===== config.mk =====
export PLATFORM = sky130hd
export DESIGN_NAME = lcb_word_packer
export DESIGN_NICKNAME = d
export VERILOG_FILES = /design/src/rtl/lcb_pkg.sv /design/src/rtl/lcb_gap_timer.sv /design/src/rtl/lcb_word_packer.sv
export SDC_FILE = /design/constraint.sdc
export NUM_CORES = 1
export LEC_CHECK = 0
export ABC_AREA = 1
export CAP_MARGIN = 20
export CELL_PAD_IN_SITES_DETAIL_PLACEMENT = 0
export CELL_PAD_IN_SITES_GLOBAL_PLACEMENT = 1
export CORE_MARGIN = 8
export CORE_UTILIZATION = 30
export CTS_CLUSTER_SIZE = 30
export DETAILED_ROUTE_END_ITERATION = 7
export PLACE_DENSITY = 0.71
export SLEW_MARGIN = 5
export SYNTH_ARGS = -nofsm -noshare
export SYNTH_HDL_FRONTEND = slang
export SYNTH_SLANG_ARGS = --single-unit

===== constraint.sdc =====
create_clock -name clk -period 1.9 [get_ports clk]
set_input_delay 0.57 -clock clk [delete_from_list [all_inputs] [get_ports clk]]
set_output_delay 0.57 -clock clk [all_outputs]
set_load 0.02 [all_outputs]

===== src/rtl/lcb_pkg.sv =====
// Shared widths and FSM state type for the LCB byte-to-word packer.
package lcb_pkg;
  localparam int unsigned WORD_W = 12;
  localparam int unsigned ADDR_W = 11;
  localparam int unsigned CNT_W  = 12;

  typedef enum logic {
    WAIT_HI,
    WAIT_LO
  } lcbState_t;
endpackage


===== src/rtl/lcb_gap_timer.sv =====
// Half-word timeout: counts enabled cycles since clear, pulses expire on the GAP_CYCLES-th.
module lcb_gap_timer #(
  parameter int unsigned GAP_CYCLES = 16000
) (
  input  logic clk,
  input  logic rst,
  input  logic clr,
  input  logic en,
  output logic expire
);
  localparam int unsigned CW = $clog2(GAP_CYCLES + 1);
  localparam logic [CW-1:0] LAST = CW'(GAP_CYCLES - 1);

  logic [CW-1:0] cnt;

  assign expire = en && (cnt == LAST);

  always_ff @(posedge clk or negedge rst) begin
    if (!rst) begin
      cnt <= '0;
    end else if (clr || expire) begin
      cnt <= '0;
    end else if (en) begin
      cnt <= cnt + CW'(1);
    end
  end
endmodule


===== src/rtl/lcb_word_packer.sv =====
// Pairs UART bytes into 12-bit orbit words for the ping-pong RAM bank not being read.
// Optional half-word timeout enabled by defining LCB_GAP_TIMEOUT_EN.
module lcb_word_packer
  import lcb_pkg::*;
#(
  parameter int unsigned DEPTH      = 2048,
  parameter int unsigned GAP_CYCLES = 16000
) (
  input  logic              clk,
  input  logic              rst,
  input  logic              rx_valid,
  input  logic [7:0]        rx_data,
  input  logic              sw,
  output logic [WORD_W-1:0] word,
  output logic              we,
  output logic [ADDR_W-1:0] wr_addr,
  output logic [CNT_W-1:0]  word_cnt,
  output logic              ovf,
  output logic              fmt_err,
  output logic              gap_err
);
  localparam logic [CNT_W-1:0] DEPTH_C = CNT_W'(DEPTH);

  if (DEPTH < 1 || DEPTH > 2048 || GAP_CYCLES < 1) begin : gParamCheck
    $error("lcb_word_packer: DEPTH must be 1..2048 and GAP_CYCLES >= 1");
  end

  lcbState_t         state, stateNext;
  logic [3:0]        hiNib, hiNext;
  logic              swReg, swArmed, swap;
  logic [WORD_W-1:0] wordNext;
  logic [ADDR_W-1:0] addrNext;
  logic [CNT_W-1:0]  cntNext, baseCnt;
  logic              weNext, ovfNext, fmtNext, gapNext;
  logic              gapExpire;

`ifdef LCB_GAP_TIMEOUT_EN
  logic timerClr, timerEn;

  lcb_gap_timer #(.GAP_CYCLES(GAP_CYCLES)) uGapTimer (
    .clk    (clk),
    .rst    (rst),
    .clr    (timerClr),
    .en     (timerEn),
    .expire (gapExpire)
  );
`else
  assign gapExpire = 1'b0;
`endif

  // swArmed masks the first cycle after reset so the sw copy can load without a false swap.
  assign swap    = swArmed && (sw != swReg);
  assign baseCnt = swap ? '0 : word_cnt;

  always_comb begin
    stateNext = state;
    hiNext    = hiNib;
    weNext    = 1'b0;
    wordNext  = word;
    addrNext  = wr_addr;
    cntNext   = baseCnt;
    ovfNext   = swap ? 1'b0 : ovf;
    fmtNext   = 1'b0;
    gapNext   = 1'b0;
`ifdef LCB_GAP_TIMEOUT_EN
    timerClr  = 1'b0;
    timerEn   = 1'b0;
`endif
    unique case (state)
      WAIT_HI: begin
        if (rx_valid && !swap) begin
          hiNext    = rx_data[3:0];
          fmtNext   = |rx_data[7:4];
          stateNext = WAIT_LO;
`ifdef LCB_GAP_TIMEOUT_EN
          timerClr  = 1'b1;
`endif
        end
      end
      WAIT_LO: begin
        // A low byte arriving with a swap still lands, at address 0 of the new bank.
        if (rx_valid) begin
          if (baseCnt < DEPTH_C) begin
            weNext   = 1'b1;
            wordNext = {hiNib, rx_data};
            addrNext = baseCnt[ADDR_W-1:0];
            cntNext  = baseCnt + CNT_W'(1);
          end else begin
            ovfNext  = 1'b1;
          end
          stateNext = WAIT_HI;
        end else if (swap) begin
          stateNext = WAIT_HI;
        end else begin
`ifdef LCB_GAP_TIMEOUT_EN
          timerEn = 1'b1;
`endif
          if (gapExpire) begin
            gapNext   = 1'b1;
            stateNext = WAIT_HI;
          end
        end
      end
      default: stateNext = WAIT_HI;
    endcase
  end

  always_ff @(posedge clk or negedge rst) begin
    if (!rst) begin
      state    <= WAIT_HI;
      hiNib    <= '0;
      swReg    <= 1'b0;
      swArmed  <= 1'b0;
      word     <= '0;
      we       <= 1'b0;
      wr_addr  <= '0;
      word_cnt <= '0;
      ovf      <= 1'b0;
      fmt_err  <= 1'b0;
      gap_err  <= 1'b0;
    end else begin
      state    <= stateNext;
      hiNib    <= hiNext;
      swReg    <= sw;
      swArmed  <= 1'b1;
      word     <= wordNext;
      we       <= weNext;
      wr_addr  <= addrNext;
      word_cnt <= cntNext;
      ovf      <= ovfNext;
      fmt_err  <= fmtNext;
      gap_err  <= gapNext;
    end
  end
endmodule

==> results_tabular.tex <==
\begin{tabular}{lr}
\hline
Metric & Value \\
\hline
\multicolumn{2}{l}{\textbf{Status}} \\
\quad Run status & finished clean \\
\multicolumn{2}{l}{\textbf{Clocking}} \\
\quad Post-CTS setup buffers & 0 \\
\quad Number of buffers created by CTS & 5 \\
\quad Clk root buf & sky130\_fd\_sc\_hd\_\_clkbuf\_8 \\
\quad \# hold bufs at CTS & 0 \\
\quad Number of sinks on the clock net & 45 \\
\quad Total number of H-tree levels & 2 \\
\quad CTS max path bufs & 2 \\
\quad CTS tree & yes \\
\quad Clock Latency Late Sink & about 0.30 ns \\
\quad CTS clock-pin slew for the worst setup and hold paths & 0.09 ns \\
\multicolumn{2}{l}{\textbf{Placement}} \\
\quad Number of cells after detailed placement & between 300 and 400 \\
\quad Number of port buffers & slightly below 50 \\
\quad Hpwl dp & 3.54 mm \\
\quad Cell area after placement & 2630 um\^{}2 \\
\quad Routability Congestion & roughly 0.8 \\
\multicolumn{2}{l}{\textbf{Critical path}} \\
\quad Arrival time reported for the critical path endpoint & 1.29 ns \\
\quad Worst Path Buf+Inv & 1 \\
\quad Cell-by-cell trace of the critical path & clkdlybuf4s50\_1 \\
\quad Peak fanout along the critical path & 2 \\
\quad Required time worst endpoint & approximately 1.3 ns \\
\quad Startpoint type of the worst setup path & register \\
\quad Top delay family on crit path & buffers and inverters \\
\quad Max incr delay on CP & 0.62 ns \\
\quad Critical path type & reg2out \\
\quad Critical Path Slowest Stage Cell & sky130\_fd\_sc\_hd\_\_clkdlybuf4s50\_1 \\
\quad Crit. End Element & output pin \\
\multicolumn{2}{l}{\textbf{Final layout}} \\
\quad Total inserted antenna cells & 0 \\
\quad Final Non-Filler Cells & around 350 \\
\quad Fraction of final layout cells with drive strength greater than 1 & between 10 and 15\% \\
\quad Synth-to-layout area growth & 38.7\% \\
\quad Post-layout instance area & 2730 um\^{}2 \\
\quad Net count of the finished layout & 289 \\
\quad Share of the core filled with cells in the final layout & between 40\% and 50\% \\
\multicolumn{2}{l}{\textbf{Pwr}} \\
\quad Net switching power of the design & 725 uW \\
\quad Sum of internal, switching and leakage power & 2360 uW \\
\quad Combinational share of power & 25.7\% \\
\quad Sequential power share & between 40\% and 50\% \\
\quad Ratio of total power to cell area & a little under 900 nW/um\^{}2 \\
\quad Leakage power total & around 0.0014 uW \\
\quad Max VDD drop & 0.000505 V \\
\quad Switching power as a share of total power & around 31\% \\
\quad Internal power & between 1500 and 2000 uW \\
\quad Clock network fraction of total power & about 26\% \\
\multicolumn{2}{l}{\textbf{Global route}} \\
\quad Global-route wire length before repair & approximately 8.3 mm \\
\quad Remaining global-route overflow & 0 \\
\quad Maximum number of pins on one net before global-route repair & 46 \\
\quad Initial antenna violation count & 0 \\
\quad Vias in the first global route & around 1,700 \\
\quad Total global-route track usage & between 10\% and 20\% \\
\multicolumn{2}{l}{\textbf{Routing}} \\
\quad Violation count after the first detailed-route iteration & 76 \\
\quad Total via count in the routed design & 1,567 \\
\quad Detail-routed net length per standard cell & about 14 um \\
\quad Pre-Repair DR Iteration Count & 4 \\
\quad Detailed Route WL & $\sim$4.8 mm \\
\quad Mean number of vias per cell & approximately 4.4 \\
\quad DRC violations left & 0 \\
\quad Number of routed nets with antenna violations & 0 \\
\multicolumn{2}{l}{\textbf{Floorplanning}} \\
\quad Number of placement rows & 29 \\
\quad Die width & between 90 and 100 um \\
\quad Die extent in y & between 90 and 100 um \\
\quad Core Region & between 6000 and 7000 um\^{}2 \\
\quad Initial cell density of the core & a little under a third \\
\quad Number of primary I/O pins & 51 \\
\quad Total die area & roughly 9400 um\^{}2 \\
\multicolumn{2}{l}{\textbf{STA}} \\
\quad Final Hold Vio Count & 0 \\
\quad Setup repair after global routing missed its margin & no \\
\quad Count of pins over their slew limit & 0 \\
\quad Max Freq & about 0.54 GHz \\
\quad Post-route fraction of the period consumed by the critical path & around 100\% \\
\quad Post-layout min period & around 1.9 ns \\
\quad Number of setup violations in the final report & 0 \\
\quad Final clock skew & 0.00668 ns \\
\multicolumn{2}{l}{\textbf{Synth}} \\
\quad Seq/Total Area, Yosys & between 50\% and 60\% \\
\quad Portion of synthesized cell area occupied by the leading cell type & a little under three fifths \\
\quad Count of flip-flops with a built-in enable after synthesis & 0 \\
\quad Yosys top cell by area & sky130\_fd\_sc\_hd\_\_dfrtp\_1 \\
\quad Synthesized flop and latch total & between 40 and 50 \\
\quad Synth unique cells & 26 \\
\quad Top cells by area in the synthesized netlist & sky130\_fd\_sc\_hd\_\_dfrtp\_1 57\%, sky130\_fd\_sc\_hd\_\_nand2\_1 13\%, sky130\_fd\_sc\_hd\_\_inv\_1 4.4\% \\
\quad Top cells by count, synth & 68 x sky130\_fd\_sc\_hd\_\_nand2\_1, 45 x sky130\_fd\_sc\_hd\_\_dfrtp\_1, 23 x sky130\_fd\_sc\_hd\_\_inv\_1 \\
\quad Most repeated cell in the gate-level netlist after synthesis & sky130\_fd\_sc\_hd\_\_nand2\_1 \\
\quad Syn Inst Count & 214 \\
\quad Share of flip-flops with an asynchronous set or reset & between 90\% and 100\% \\
\quad Count of synthesis-stage warnings from yosys & 0 \\
\quad Dominant register cell in the synthesized netlist & sky130\_fd\_sc\_hd\_\_dfrtp\_1 \\
\quad Cell Area, Synth & between 1500 and 2000 um\^{}2 \\
\quad Synthesized net count & between 200 and 250 \\
\quad Average cell area after synthesis & a little over 9 um\^{}2 \\
\multicolumn{2}{l}{\textbf{Job}} \\
\quad Number of max-cap violations & 0 \\
\multicolumn{2}{l}{\textbf{Worst hold path}} \\
\quad Classification of the worst-slack hold path & in2async \\
\hline
\end{tabular}
-- repair_timing --
| action | CTS | global route |
|---|---|---|
| gates cloned | 0 | 0 |
| pin swaps | 1 | 0 |
| resized for setup | 13 | 6 |
| endpoints found under the setup margin | 17 | 6 |
| hold endpoints to repair | 0 | 0 |
-- state kept, by name (all words and copies together) (netlist names) --
| register | cells |
|---|---|
| word_cnt | 12 |
| word | 12 |
| ovf | 1 |
| state | 1 |
| we | 1 |
| hiNib | 4 |
| fmt_err | 1 |
| swReg | 1 |
| wr_addr | 11 |
| swArmed | 1 |
-- final timing paths --
kind | startpoint | to | slack, ns | cells after the start
worst min-delay path | rst | word[9] | 0.23 | 2
min in group clk | hiNib[0] | word[8] | 0.48 | 2
max in group asynchronous | rst | fmt_err | 1.45 | 2
worst max register to register | swReg | word_cnt[6] | 0.25 | 12
worst min register to register | hiNib[0] | word[8] | 0.48 | 2
worst max-delay path | word_cnt[3] | word_cnt[3] | 0.04 | 1
-- layout make-up --
class	instances	area, um^2
Fill cell	646	3620
Sequential cell	45	1130
Multi-Input combinational cell	137	709
Timing Repair Buffer	62	611
Inverter	25	98.8
Tap cell	77	96.3
Clock buffer	6	82.6
Clock inverter	1	7.51
-- logic make-up (layout without fill, tap and decap cells) --
| kind of cell | count (synthesis) | in the layout | share of synthesized area (%) |
|---|---|---|---|
| simple gates | 106 | 106 | 25.3 |
| fa+ha+maj | 1 | 1 | 0.635 |
| flops | 45 | 45 | 57.2 |
| other cells | 2 | 2 | 0.381 |
| compound gates | 24 | 24 | 6.42 |
| xor+xnor | 4 | 4 | 1.78 |
| buf+inv | 32 | 94 | 8.32 |
-- layout by cell type (no fill, tap or decap), drive strengths merged --
cell / n
nor3: 1
dlygate4sd2: 11
o21a: 1
nor2: 10
a41oi: 1
nand3: 18
xor2: 1
inv: 25
clkinvlp: 1
nand2: 72
dfrtp: 45
clkbuf: 6
buf: 14
clkdlybuf4s50: 32
ha: 1
conb: 2
xnor2: 3
dlymetal6s2s: 5
o21ai: 22
nand4: 5
-- metrics by stage --
step | hold slack, ns | setup slack [ns] | setup TNS [ns]
after CTS | 0.238 | 0.00886 | 0
after detailed placement | 0.455 | -0.387 | -11.07
after floorplan | 0.274 | 0.0158 | 0
final | 0.234 | 0.0364 | 0
after global placement | 0.455 | -0.353 | -9.50
after global routing | 0.235 | 0.00120 | 0
-- routing by layer --
layer,wire [um],vias up,global-route usage (%)
met5,0,-,0
met4,60,0,4.62
met3,190,4,2.92
met2,2410,31,18.2
met1,2120,740,12.7
li1,-,792,-
-- power groups by stage --
stage	clock network [uW]	registers [uW]	logic (uW)
2_1_floorplan	0	1290	196
3_3_place_gp	0	1170	622
3_5_place_dp	0	1170	628
4_1_cts	632	1150	625
5_1_grt	667	1170	667
6_report	609	1150	606
(Power assumes the default switching activity.)
